[config.mk]
export PLATFORM = sky130hd
export DESIGN_NAME = pc_unit
export DESIGN_NICKNAME = d
export VERILOG_FILES = /design/src/rtl/rv_core_pkg.sv /design/src/rtl/pc_target_mux.sv /design/src/rtl/pc_unit.sv
export SDC_FILE = /design/constraint.sdc
export NUM_CORES = 1
export LEC_CHECK = 0
export ABC_AREA = 1
export BUFFER_PORTS_ARGS = -buffer_cell sky130_fd_sc_hd__clkbuf_2
export CAP_MARGIN = 20
export CORE_ASPECT_RATIO = 1.5
export CORE_MARGIN = 4
export CORE_UTILIZATION = 55
export DETAILED_ROUTE_END_ITERATION = 8
export PLACE_DENSITY = 0.8
export SLEW_MARGIN = 20
export SYNTH_ARGS = -nofsm -noshare
export SYNTH_HDL_FRONTEND = slang
export SYNTH_SLANG_ARGS = --single-unit
[constraint.sdc]
create_clock -name clk -period 2.9 [get_ports clk]
set_input_delay 0.58 -clock clk [delete_from_list [all_inputs] [get_ports clk]]
set_output_delay 0.58 -clock clk [all_outputs]
set_load 0.05 [all_outputs]
[src/rtl/rv_core_pkg.sv]
// Shared definitions for the RISC-V core front end: next-PC source
// encodings, the PC unit state type and default vector constants.
package rv_core_pkg;

    // Next-PC source select encodings (2'b11 is reserved and behaves as PC_SEQ)
    localparam logic [1:0] PC_SEQ  = 2'b00;
    localparam logic [1:0] PC_BR   = 2'b01;
    localparam logic [1:0] PC_JALR = 2'b10;

    // PC unit run/halt state
    typedef enum logic {
        RUN    = 1'b0,
        HALTED = 1'b1
    } pc_state_t;

    // Default vectors; narrower datapaths take the low bits
    localparam logic [31:0] DEFAULT_RESET_VECTOR = 32'h0000_0000;
    localparam logic [31:0] DEFAULT_TRAP_VECTOR  = 32'h0000_0100;

endpackage

[src/rtl/pc_target_mux.sv]
// Combinational next-PC target selection and misalignment detect.
// Optional build macro: PC_MISALIGN_TRAP_EN (flag misaligned targets
// instead of forcing them to word alignment).
module pc_target_mux
    import rv_core_pkg::*;
#(
    parameter int unsigned XLEN = 32
) (
    input  logic [XLEN-1:0] pc,
    input  logic [1:0]      pcsrc,
    input  logic [XLEN-1:0] immext,
    input  logic [XLEN-1:0] rs1_val,
    output logic [XLEN-1:0] pc_plus4,
    output logic [XLEN-1:0] target,
    output logic            misaligned
);

    logic [XLEN-1:0] raw;

    // Select the raw target, then either flag or force word alignment
    always_comb begin
        pc_plus4 = pc + XLEN'(4);
        raw      = pc_plus4;
        case (pcsrc)
            PC_BR:   raw = pc + immext;
            PC_JALR: raw = (rs1_val + immext) & ~XLEN'(1);
            default: raw = pc_plus4;
        endcase
`ifdef PC_MISALIGN_TRAP_EN
        target     = raw;
        misaligned = |raw[1:0];
`else
        target     = raw & ~XLEN'(3);
        misaligned = 1'b0;
`endif
    end

endmodule

[src/rtl/pc_unit.sv]
// Program-counter unit: next-PC selection, trap entry/return, halt/resume
// and retired-instruction counting.
// Optional build macro: PC_MISALIGN_TRAP_EN (trap on misaligned targets).
module pc_unit
    import rv_core_pkg::*;
#(
    parameter int unsigned     XLEN         = 32,
    parameter logic [XLEN-1:0] RESET_VECTOR = XLEN'(DEFAULT_RESET_VECTOR),
    parameter logic [XLEN-1:0] TRAP_VECTOR  = XLEN'(DEFAULT_TRAP_VECTOR),
    parameter int unsigned     CNT_W        = 32
) (
    input  logic             clk,
    input  logic             areset,
    input  logic             load,
    input  logic [1:0]       PCSrc,
    input  logic [XLEN-1:0]  ImmExt,
    input  logic [XLEN-1:0]  rs1_val,
    input  logic             trap_req,
    input  logic             mret,
    input  logic             halt_req,
    input  logic             resume,
    output logic [XLEN-1:0]  PC,
    output logic [XLEN-1:0]  PCPlus4,
    output logic [XLEN-1:0]  epc,
    output logic             trap_taken,
    output logic             misalign,
    output logic             halted,
    output logic [CNT_W-1:0] instret
);

    pc_state_t        state;
    logic [XLEN-1:0]  pc_q;
    logic [XLEN-1:0]  epc_q;
    logic [CNT_W-1:0] instret_q;
    logic             trap_taken_q;
    logic [XLEN-1:0]  target;
    logic             target_misaligned;

    pc_target_mux #(
        .XLEN (XLEN)
    ) u_target_mux (
        .pc         (pc_q),
        .pcsrc      (PCSrc),
        .immext     (ImmExt),
        .rs1_val    (rs1_val),
        .pc_plus4   (PCPlus4),
        .target     (target),
        .misaligned (target_misaligned)
    );

`ifdef PC_MISALIGN_TRAP_EN
    logic misalign_q;
    assign misalign = misalign_q;
`else
    assign misalign = 1'b0;
`endif

    // Run/halt FSM with PC, exception PC, counter and pulse registers
    always_ff @(posedge clk) begin
        if (areset) begin
            state        <= RUN;
            pc_q         <= RESET_VECTOR;
            epc_q        <= '0;
            instret_q    <= '0;
            trap_taken_q <= 1'b0;
`ifdef PC_MISALIGN_TRAP_EN
            misalign_q   <= 1'b0;
`endif
        end else begin
            trap_taken_q <= 1'b0;
`ifdef PC_MISALIGN_TRAP_EN
            misalign_q   <= 1'b0;
`endif
            case (state)
                RUN: begin
                    if (load) begin
                        if (trap_req) begin
                            epc_q        <= pc_q;
                            pc_q         <= TRAP_VECTOR;
                            trap_taken_q <= 1'b1;
                        end else if (mret) begin
                            pc_q      <= epc_q;
                            instret_q <= instret_q + CNT_W'(1);
                        end else if (halt_req) begin
                            state     <= HALTED;
                            instret_q <= instret_q + CNT_W'(1);
                        end else if (target_misaligned) begin
                            // Constant 0 unless misaligned-target trapping is built in
                            epc_q        <= pc_q;
                            pc_q         <= TRAP_VECTOR;
                            trap_taken_q <= 1'b1;
`ifdef PC_MISALIGN_TRAP_EN
                            misalign_q   <= 1'b1;
`endif
                        end else begin
                            pc_q      <= target;
                            instret_q <= instret_q + CNT_W'(1);
                        end
                    end
                end
                HALTED: begin
                    if (resume) begin
                        state <= RUN;
                    end
                end
                default: state <= RUN;
            endcase
        end
    end

    assign PC         = pc_q;
    assign epc        = epc_q;
    assign instret    = instret_q;
    assign trap_taken = trap_taken_q;
    assign halted     = (state == HALTED);

endmodule

# After elaboration in Yosys (flattened, before gate mapping)
# Index checks and enable logic that the tools add are counted.
[totals] register_bits=98 inputBits=73 output_inout_bits=131 wordCells=30
[op_classes] n_addsub=4 n_eq_ne=3 mux=11 bitwise_logic=3 n_reduce_logical=4
[op_table] op="2-to-1 mux 32 bit" count=3
[op_table] op="adder 32 bit" count=2
[op_table] op="case mux 32 bit (2 select lines)" count=1
[op_table] op="adder 32 x 1 -> 32 bit, second input constant" count=1
[op_table] op="adder 32 x 3 -> 32 bit, second input constant" count=1
[op_table] op="AND reduction 3 bit" count=3
[op_table] op="2-to-1 mux 1 bit" count=6
[op_table] op="!= test 3 bit, second input constant" count=1
[op_table] op="NOT 1 bit" count=3
[op_table] op="OR reduction 3 bit" count=1
[op_table] op="equality test 2 x 1 -> 1 bit, second input constant" count=1
[op_table] op="equality test 2 bit, second input constant" count=1
[op_table] op="case mux 1 bit (2 select lines)" count=1

# Longest topological paths before layout
[logic_depth] word_depth=5 mapped_depth=18 depth_no_buf=18

# Modules after synthesis
# From an unflattened synthesis, not the netlist that was laid out.
[unflattened] cells_unflattened=1977 hier_area_um2=10770.3
[by_module_without_submodules] mod="pc_target_mux" instances=1 cells_per_inst=1313 area_per_inst_um2=6158.4 seq_area_each_um2=0.0
[by_module_without_submodules] mod="pc_unit" instances=1 cells_per_inst=664 area_per_inst_um2=4611.9 seq_area_each_um2=1961.9

# Worst setup path after synthesis
# Ideal clock, no wire load.
[synth_timing] path_kind="register to output" from="register pc_q[2], in the netlist PC[2]" to="output PCPlus4[18]" arrival_ps=2468 required_time_ps=2320 path_slack_ps=-148 path_stages_with_launch=9 n_path_buf=0 cell_sequence="dfxtp_1 ha_1 inv_1 nor3_2 nand2_2 nor2_4 nand2_4 nor2_2 xor2_1"
[synth_between] elab_chain_cells=1
[synth_lines] element="start, declared" line_no="pc_unit.sv:32" rtl="logic [XLEN-1:0] pc_q;"
[synth_lines] element="start signal, assigned" line_no="pc_unit.sv:82" rtl="pc_q <= epc_q;"
[synth_lines] element="start signal, assigned" line_no="pc_unit.sv:96" rtl="pc_q <= target;"
[synth_lines] element="adder 32 x 3 -> 32 bit" line_no="pc_target_mux.sv:22" rtl="pc_plus4 = pc + XLEN'(4);"
[synth_lines] element="end, declared" line_no="pc_unit.sv:23" rtl="output logic [XLEN-1:0] PCPlus4,"
# No other way between the ends.

# Final worst setup path
[layout_timing] from="register pc_q[2], in the netlist PC[2]" to="output PCPlus4[27]"
# The elaborated chain is that of the path after synthesis.

==> results by group <==
Cells and area
  • # fillers: 1962
  • Final design area excluding fillers: roughly 12000 µm²
  • Seq. cell area: ~2000 µm²
  • ANT cells: 0
  • Synthesis-to-layout area growth: 17.2%
  • Share of cells above drive strength 1: 0.147
  • Layout net count: between 2000 and 2500
  • Core Util, Final: 0.660
  • Area of the multi-input gates: 7060 µm²

Worst setup path
  • Critical path fanouts, max: 6
  • Worst-path cell chain: buf_4, nand2_1, nor2_4, nand3_2, nor2_2, nand2_2, nor2_4, nand2_1, nand2_1, nand2_1, inv_1, clkbuf_4
  • Crit path capture type: output port
  • Worst r2r path cells: 15
  • WP data required: 2.32 ns
  • R2r endpoint: PC[21]
  • Critical path's slowest cell: dfxtp_1
  • Worst path top cell family by delay: simple AND/OR/NAND/NOR gates
  • Crit path kind: flop to output port
  • Reg2reg setup slack: ~0.42 ns
  • CP startpoint kind: flop
  • Most Frequent Cell on Critical Path: nand2_1
  • Reg2Reg Launch Point: PC[20]
  • WP buf/inv: 3
  • WP data arrival: 2.22 ns
  • Max incr delay on CP: around 0.36 ns

Synthesis
  • Synthesized net count: 2046
  • Synth Register Bits: 98
  • Synth area leaders: nand2_1 (23%), dfxtp_1 (19%), inv_1 (13%)
  • Top-count cell post-synth: nand2_1
  • Synthesized area per cell: roughly 5.5 µm²
  • Cell count after synthesis: approximately 1900
  • Post-synth EDFFs: 0
  • Yosys warns: 0
  • Yosys top cell by area: nand2_1
  • Area share of the largest cell type after synthesis: 0.235
  • Register area share after synthesis: 0.187
  • Cell Area, Synth: between 10000 and 15000 µm²
  • Asr flop ratio synth: 0
  • Ys flop type: dfxtp_1
  • Most frequent cells after synthesis: nand2_1 (655), inv_1 (354), a21oi_1 (154)
  • Synth cell types: 45

Job
  • Count of max-cap constraint violations: 0

Detailed routing
  • Routed len/inst: between 15 and 20 µm
  • Drc violations: 0
  • Number of DRC markers in iteration 0: just over 900
  • DR pass1 iterations: 5
  • Vias per cell: around 5.4
  • DRT antenna net count: 0
  • Total wire length: around 38000 µm
  • Via count: approximately 13000

Floorplanning
  • Chip Width: between 100 and 150 µm
  • Core Region: around 19000 µm²
  • I/O pin total: between 200 and 250
  • Height of the die: between 150 and 200 µm
  • Rows: 61
  • Overall die area: between 20000 and 25000 µm²
  • Initial core utilization: 0.563

STA
  • Post-route setup slack: 0.0955 ns
  • Max Freq: 357 MHz
  • Worst slew pin tran: 1.06 ns
  • Final worst path period share: 0.967
  • Slew Viols, Final: 0
  • # setup viols final: 0
  • Slew headroom: 0.291
  • Tmin final: 2.80 ns
  • Setup TNS Final: 0 ns
  • Final Hold Fails: 0
  • Hold slack: around 0.48 ns
  • Unrepaired setup endpoints after global routing: false
  • Clk_skew: 0.0120 ns

Hold path
  • Min-Delay Path Depth: 2
  • Worst Hold Launch: epc[24]
  • Hold EP: epc[24]
  • Worst Hold Class: flop to flop

CTS
  • Root Buffer: clkbuf_16
  • Max clock buf depth: 2
  • Number of clock sinks: 98
  • TritonCTS clock tree: yes
  • CTS Buf Count: 9
  • CTS H-tree lvls: 3
  • CTS clock-pin slew for the worst setup and hold paths: roughly 0.07 ns
  • Clk_lat worst skew: 0.35 ns

Global routing
  • Largest net degree at the start of global routing: 59
  • Overflow after GRT: 0
  • All-Layer GR Usage: 0.354
  • Number of global-route vias before repair: 12225
  • Initial antenna violation count: 0
  • First-pass GRT wire length: between 50000 and 60000 µm

Status
  • Status: finished, final reports clean

Power
  • Pleak: around 6.7 nW
  • Pwr per Cell Area: between 300 and 400 nW/µm²
  • Max VDD drop: between 400 and 500 µV

Placed design
  • # port buffers: a little over 200
  • Worst slack, placed: approximately 0.19 ns
  • GP Congestion: 0.958
  • HPWL Detailed: approximately 32000 µm
  • Dpl cell area: between 10000 and 15000 µm²
-- cell families after synthesis --
logic type	synth area share
AO/OA/AOI/OAI	0.127
XOR/XNOR	0.0317
adder cells (fa/ha/maj)	0.0764
buffers and inverters	0.147
flip-flops	0.187
other	0.000358
AND/OR/NAND/NOR	0.430
-- timing repair --
action                                  4_1_cts  5_1_grt
pin swaps                                     1        1
hold buffers                                  0        0
cloned                                        0        0
endpoints found under the setup margin        8       12
buffers inserted                              2        0
resized for setup                             7       27
-- power breakdown --
part           switching (W)  total (W)  internal, W
Combinational        0.00104    0.00147     0.000430
Sequential         0.0000442    0.00143      0.00139
Clock               0.000546    0.00133     0.000782
Total                0.00163    0.00423      0.00260
-- worst max path at each step --
stage	from	end	slack [ns]	cells past startpoint
CTS	PC[2]	PCPlus4[19]	0.007	10
global route	PC[2]	PCPlus4[27]	0.008	12
global placement	PC[15]	PCPlus4[22]	0.17	8
detailed placement	ImmExt[2]	PC[7]	0.19	12
floorplan	PC[2]	PCPlus4[8]	0.02	6
finish	PC[2]	PCPlus4[27]	0.1	12
-- through the flow --
step	total power, W	instances
final	0.00423	2364
after global routing	0.00445	2364
after floorplan	0.00248	1909
after CTS	0.00422	2364
after detailed placement	0.00291	2346
after global placement	0.00289	2346
-- layout by cell type (no fill, tap or decap), types with 10 or more instances in the layout --
cell	count
nor2_1	125
ha_1	63
xor2_1	22
nand3b_1	12
clkbuf_2	193
dfxtp_1	93
inv_1	353
nand2_1	655
nor3_1	32
nor4_1	10
buf_4	32
nand4_1	19
a21oi_1	154
or2_2	11
nand3_1	145
xnor2_1	12
o21ai_0	78
-- worst min-delay path, stage by stage (launching register included) --
cell and delay (ns):
dfxtp_1 0.31, inv_1 0.06, a21oi_1 0.06
-- area by class of cell --
type	count	share of cell area
clock buffer	10	0.0195
multi-input combinational	1407	0.575
timing repair buffer	232	0.103
clock inverter	6	0.00713
inverter	359	0.110
tap	252	0.0257
sequential	98	0.160
-- sequential cells by signal (all words and copies together) (netlist names) --
register / count
PC: 32
epc: 32
halted: 1
instret: 32
trap_taken: 1
-- metal layers --
| layer | global-route usage | routed length [µm] |
|---|---|---|
| met1 | 0.381 | 13900 |
| met2 | 0.670 | 19800 |
| met3 | 0.0307 | 2240 |
| met4 | 0.193 | 2300 |
| met5 | 0 | 0 |
No activity file was read; power rests on OpenSTA's default activity.
